## config.mk

```make
export PLATFORM = sky130hd
export DESIGN_NAME = imem_loader
export DESIGN_NICKNAME = d
export VERILOG_FILES = /design/src/rtl/imem_loader.sv
export SDC_FILE = /design/constraint.sdc
export NUM_CORES = 1
export LEC_CHECK = 0
export ABC_AREA = 0
export CORE_AREA = 2 2 107 109
export CTS_BUF_LIST = sky130_fd_sc_hd__clkbuf_16
export CTS_CLUSTER_DIAMETER = 100
export DETAILED_ROUTE_END_ITERATION = 10
export DIE_AREA = 0 0 109 111
export HOLD_SLACK_MARGIN = 0.02
export PLACE_DENSITY_LB_ADDON = 0.1
export SKIP_LAST_GASP = 1
export SLEW_MARGIN = 25
export SYNTH_ARGS = -nofsm -noshare
export SYNTH_HDL_FRONTEND = slang
export SYNTH_SLANG_ARGS = --single-unit
export TNS_END_PERCENT = 1
```

## constraint.sdc

```tcl
create_clock -name clk -period 4.45 [get_ports clk]
set_clock_uncertainty 0.05 [all_clocks]
set_input_delay 0.89 -clock clk [delete_from_list [all_inputs] [get_ports clk]]
set_output_delay 0.89 -clock clk [all_outputs]
set_load 0.05 [all_outputs]
```

## src/rtl/imem_loader.sv

```systemverilog
// Byte-stream loader that fills instruction memory and holds the CPU until a full image is in.
// Optional trailing XOR checksum byte is enabled with IMEM_LOADER_CHECKSUM_EN.
module imem_loader #(
    parameter int ADDR_W = 5,
    parameter int DEPTH  = 32
) (
    input  logic              clk,
    input  logic              reset,
    input  logic              start,
    input  logic              in_valid,
    input  logic [7:0]        in_data,
    output logic              in_ready,
    output logic              mem_we,
    output logic [ADDR_W-1:0] mem_addr,
    output logic [31:0]       mem_wdata,
    output logic              cpu_hold,
    output logic              done,
    output logic              err
);

`ifdef IMEM_LOADER_CHECKSUM_EN
    typedef enum logic [2:0] {S_IDLE, S_LEN, S_DATA, S_WRITE, S_DONE, S_ERR, S_CSUM} state_t;
`else
    typedef enum logic [2:0] {S_IDLE, S_LEN, S_DATA, S_WRITE, S_DONE, S_ERR} state_t;
`endif

    state_t              state_q, state_d;
    logic [7:0]          n_q, n_d;
    logic [1:0]          byte_idx_q, byte_idx_d;
    logic [ADDR_W-1:0]   word_idx_q, word_idx_d;
    logic [23:0]         shift_q, shift_d;
    logic [ADDR_W-1:0]   mem_addr_q, mem_addr_d;
    logic [31:0]         mem_wdata_q, mem_wdata_d;
`ifdef IMEM_LOADER_CHECKSUM_EN
    logic [7:0]          csum_q, csum_d;
`endif

    logic fire;
    logic last_word;

`ifdef IMEM_LOADER_CHECKSUM_EN
    assign in_ready = (state_q == S_LEN) || (state_q == S_DATA) || (state_q == S_CSUM);
`else
    assign in_ready = (state_q == S_LEN) || (state_q == S_DATA);
`endif
    assign fire      = in_valid && in_ready;
    assign last_word = (int'(word_idx_q) + 1) == int'(n_q);

    assign mem_we    = (state_q == S_WRITE);
    assign mem_addr  = mem_addr_q;
    assign mem_wdata = mem_wdata_q;
    assign cpu_hold  = (state_q != S_DONE);
    assign done      = (state_q == S_DONE) || (state_q == S_ERR);
    assign err       = (state_q == S_ERR);

    always_comb begin
        state_d     = state_q;
        n_d         = n_q;
        byte_idx_d  = byte_idx_q;
        word_idx_d  = word_idx_q;
        shift_d     = shift_q;
        mem_addr_d  = mem_addr_q;
        mem_wdata_d = mem_wdata_q;
`ifdef IMEM_LOADER_CHECKSUM_EN
        csum_d      = csum_q;
`endif
        case (state_q)
            S_IDLE, S_DONE, S_ERR: begin
                if (start) begin
                    state_d = S_LEN;
`ifdef IMEM_LOADER_CHECKSUM_EN
                    csum_d  = 8'd0;
`endif
                end
            end
            S_LEN: begin
                if (fire) begin
                    if (in_data == 8'd0 || int'(in_data) > DEPTH) begin
                        state_d = S_ERR;
                    end else begin
                        n_d        = in_data;
                        byte_idx_d = 2'd0;
                        word_idx_d = '0;
                        state_d    = S_DATA;
                    end
                end
            end
            S_DATA: begin
                if (fire) begin
                    shift_d    = {shift_q[15:0], in_data};
                    byte_idx_d = byte_idx_q + 2'd1;
`ifdef IMEM_LOADER_CHECKSUM_EN
                    csum_d     = csum_q ^ in_data;
`endif
                    // Capture the word into the output registers so it is stable during WRITE
                    if (byte_idx_q == 2'd3) begin
                        mem_addr_d  = word_idx_q;
                        mem_wdata_d = {shift_q, in_data};
                        state_d     = S_WRITE;
                    end
                end
            end
            S_WRITE: begin
                if (last_word) begin
`ifdef IMEM_LOADER_CHECKSUM_EN
                    state_d = S_CSUM;
`else
                    state_d = S_DONE;
`endif
                end else begin
                    word_idx_d = word_idx_q + ADDR_W'(1);
                    state_d    = S_DATA;
                end
            end
`ifdef IMEM_LOADER_CHECKSUM_EN
            S_CSUM: begin
                if (fire) state_d = (in_data == csum_q) ? S_DONE : S_ERR;
            end
`endif
            default: state_d = S_IDLE;
        endcase
    end

    always_ff @(posedge clk) begin
        if (reset) begin
            state_q     <= S_IDLE;
            n_q         <= 8'd0;
            byte_idx_q  <= 2'd0;
            word_idx_q  <= '0;
            shift_q     <= 24'd0;
            mem_addr_q  <= '0;
            mem_wdata_q <= 32'd0;
`ifdef IMEM_LOADER_CHECKSUM_EN
            csum_q      <= 8'd0;
`endif
        end else begin
            state_q     <= state_d;
            n_q         <= n_d;
            byte_idx_q  <= byte_idx_d;
            word_idx_q  <= word_idx_d;
            shift_q     <= shift_d;
            mem_addr_q  <= mem_addr_d;
            mem_wdata_q <= mem_wdata_d;
`ifdef IMEM_LOADER_CHECKSUM_EN
            csum_q      <= csum_d;
`endif
        end
    end

endmodule

```

* Word level (Yosys, flattened, before mapping)
Index checks and enable logic that the tools add are counted.
** Word-level totals
- Bits in registers :: 79
- Bits of input ports :: 12
- Word-level logic and storage cells :: 56
** Cells by class
- $add $sub $neg :: 3
- Order comparisons :: 1
- Equality and inequality tests :: 14
- Muxes and demuxes :: 15
- Bitwise operators :: 1
- Reductions and logical operators :: 15
** Operators by type and width (count)
- 3-bit two-way mux :: 6
- 5-bit two-way mux :: 3
- 3-bit case mux with 4 select lines :: 1
- 4-bit AND reduction :: 3
- 2-bit != test (second input constant) :: 5
- 5-bit case mux with 2 select lines :: 1
- 6-bit by 8-bit == test with 1-bit output :: 1
- 8-bit by 6-bit > comparator with 1-bit output (second input constant) :: 1
- 8-bit zero test :: 1
- 5-bit by 1-bit adder with 6-bit output (second input constant) :: 1
- 3-bit by 2-bit == test with 1-bit output (second input constant) :: 2
- 3-bit == test (second input constant) :: 2
- 2-bit two-way mux :: 3
- 3-bit AND reduction :: 2
- 5-bit by 1-bit adder with 5-bit output (second input constant) :: 1
- 2-bit case mux with 2 select lines :: 1
- 2-bit nonzero test :: 2
- 3-bit by 1-bit == test with 1-bit output (second input constant) :: 1
- 3-bit zero test :: 1
- 1-bit logical OR :: 3
- 3-bit != test (second input constant) :: 1
- 3-bit OR reduction :: 1
- 2-bit by 1-bit adder with 2-bit output (second input constant) :: 1
- 2-bit == test (second input constant) :: 1
- other kinds (4) :: 4

* Logic depth before layout (Yosys ltp)
- Depth in word-level cells :: 5
- Gate-level depth with buffers :: 7
- Gate-level depth less buffers :: 6

* Worst setup path before layout
No wires, ideal clock.
- Kind :: register to output
- From :: register state_q[1]
- To :: output err
- Arrival :: 1803 ps
- Required time :: 3510 ps
- Slack :: 1707 ps
- Cell stages (with the launch flop) :: 4
- Cell sequence :: dfxtp_1 > clkbuf_1 > nor2b_1 > and2_1
** Between the ends
- Cells in the longest elaborated chain, start to end :: 1
** RTL lines
- from (decl) :: line 27 : state_t state_q, state_d;
- from (signal assigned) :: line 137 : state_q <= state_d;
- 3-bit == test :: line 54 : assign err = (state_q == S_ERR);
- to (decl) :: line 18 : output logic err
Every way passes these cells.

* Final worst setup path
- From :: register state_q[0]
- To :: output mem_we
** Between the ends
- Cells in the longest elaborated chain, start to end :: 1
** RTL lines
- 3-bit by 2-bit == test with 1-bit output :: line 49 : assign mem_we = (state_q == S_WRITE);
- to (decl) :: line 13 : output logic mem_we,
Every way passes these cells.

==> metrics <==
htree depth 3; core area 11080 µm²; post-route ant nets 0; Worst setup SP type flip-flop; io pins 54; synth top area cells dfxtp_1, nand2_1, a21oi_1; Critical Path AT 2.29 ns; Synth top area share 49.59%; first-pass GRT wire length 13.80 mm; max-slew violations 0; GRT overflow 0; Tcrit/Tclk final 72.63%; clk buf depth 2; Die Y 111 µm; Buffers on Ports 53; WL final 8.123 mm; status completed; largest net degree at the start of global routing 59; Synthesized Nets 421; Layout Nets 460; Post-Synthesis Cells 407; drt pass-1 iters 4; Yosys reg bits 79; Clk pin slew, worst setup/hold paths 0.06 ns; leakage 1.294 nW; Primary FF master, synth dfxtp_1; worst vdd ir 0.0001486 V; crit-path cells nor2b_1 -> nand2_1 -> inv_1 -> clkdlybuf4s50_1; Ys Warns 0; # rows 39; final setup fails 0; post-DP HPWL 5.412 mm; share of cells above drive strength 1 6.430%; leading area contributor after synthesis dfxtp_1; Synth cell types 41; setup_tns 0 ns; overall power 1.555 mW; Final min period 3.232 ns; via count 2784; Max Fclk 0.3094 GHz; number of flops mapped to enable cells by yosys 0; Total GRT Usage 14.34%; RePlAce Congestion 0.7275; post-CTS setup buffers 0; reg-to-reg slack, setup 2.22 ns; sequential fraction of the synthesis area 49.59%; number of diodes 0; Worst-Margin Slew 0.6070 ns; Hold Vio Cnt, Final 0; full die area 12100 µm²; Avg Cell Area, Syn 7.836 µm²; Netlist Area Pre-Place 3189 µm²; HP Class flip-flop to flip-flop; starting DRC count in detailed routing 116; CTS root buffer clkbuf_16; clk_lat worst skew 0.33 ns; # hold bufs at CTS 0; Max transition margin 59.53%; pwr dens 377.8 nW/µm²; cell area after layout 4118 µm²; CTS tree built; number of CTS-inserted buffers 9; max-cap violation count 0; initial antenna violation count 0; DR WL/cell 13.68 µm; Post-Place Cell Area 3796 µm²; max incr delay on CP 0.81 ns; Die W 109 µm; DR vias/cell 4.687; CTS-repair resized insts 0; Worst Path Required 3.51 ns; Worst path slowest cell clkdlybuf4s50_1; vias in the first global route 2685; FFs w/ async S/R, synth 0%; clk sinks 79; WS Path Type flip-flop to output pin; CP Capture Type output pin; area grow syn2layout 29.11%; CP Max Fanout 13; Initial Utilization 28.79%; RSZ-0062 raised after global routing no; number of remaining DRC errors 0
final cells by class:
type / instances / area [µm²]
clock buffer: 9 / 225.2
clock inverter: 7 / 96.34
fill: 1183 / 6959
inverter: 6 / 22.52
multi-input combinational: 293 / 1458
sequential: 79 / 1582
tap: 143 / 178.9
timing repair buffer: 57 / 555.5
through the flow:
| step | instances | utilization, % | hold WS [ns] | setup slack [ns] |
|---|---|---|---|---|
| after floorplan | 407 | - | 0.3583 | 1.707 |
| after global routing | 594 | 37.17 | 0.3902 | 1.025 |
| after detailed placement | 578 | 34.27 | 0.3708 | 1.205 |
| after CTS | 594 | 37.17 | 0.3831 | 1.189 |
| final | 594 | 37.17 | 0.3804 | 1.218 |
| after global placement | 578 | 34.27 | 0.3734 | 1.245 |
final timing paths:
check / start / endpoint / cells past startpoint
setup / recovery: state_q[0] / mem_we / 4
hold / removal: n_q[7] / n_q[7] / 2
setup reg to reg: word_idx_q[0] / word_idx_q[0] / 6
hold reg to reg: n_q[7] / n_q[7] / 2
cell usage in the layout (no fill, tap or decap), types with 2 or more instances in the layout:
cell type        instances
a21oi_1                 70
a31o_2                   2
nor2b_1                  2
nand3b_1                 4
clkdlybuf4s50_1         52
xor2_1                   2
buf_4                    4
nand2b_1                 5
clkinvlp_4               2
bufinv_16                2
nor2_1                  10
clkbuf_16                9
o31ai_1                  4
ha_1                     2
nand4_1                  4
o21ai_0                  4
nor4_1                   2
xnor2_1                  5
dfxtp_1                 79
a31oi_1                  7
nand2_1                138
and2_1                   2
nand3_1                  8
inv_1                    6
and3_1                   2
nor3_1                   4
Yosys cell counts (2+ instances only):
cell      count
nor2b_1       2
nand2b_1      5
a31o_2        2
nand3_1       8
xor2_1        2
a21oi_1      70
inv_1         6
a31oi_1       7
nand4_1       4
and2_1        2
nor4_1        2
dfxtp_1      79
nor3_1        4
nand3b_1      4
clkbuf_1     21
xnor2_1       5
nand2_1     138
nor2_1       10
and3_1        2
o31ai_1       4
buf_2         6
o21ai_0       4
ha_1          2
registers in the layout (all words and copies together) (netlist names):
name / flops
state_q: 3
n_q: 8
shift_q: 24
mem_addr: 5
mem_wdata: 32
word_idx_q: 5
byte_idx_q: 2
report_power, final:
group | leakage (nW) | internal, mW | switching (mW)
clock | 0.150 | 0.492 | 0.294
combinational | 0.508 | 0.0199 | 0.0362
sequential | 0.636 | 0.709 | 0.00443
routing by layer:
layer	track usage, %	vias to the layer above	routed length [µm]
li1	-	1451	-
met3	2.939	6	254
met2	20.25	48	3486
met5	0	-	0
met1	21.68	1279	4316
met4	4.359	0	66
kinds of logic after synthesis:
group | after synthesis | synth area share [%]
compound gates | 94 | 16.91
buf+inv | 35 | 4.708
simple gates | 190 | 26.09
fa+ha+maj | 2 | 0.7845
flops | 79 | 49.59
xor+xnor | 7 | 1.922
critical path, delay by kind of cell (launching register included):
family	cells	cell delay, ns
flip-flops	1	0.54
buffers and inverters	2	0.96
AND/OR/NAND/NOR	2	0.45
No activity file was read; power rests on OpenSTA's default activity.
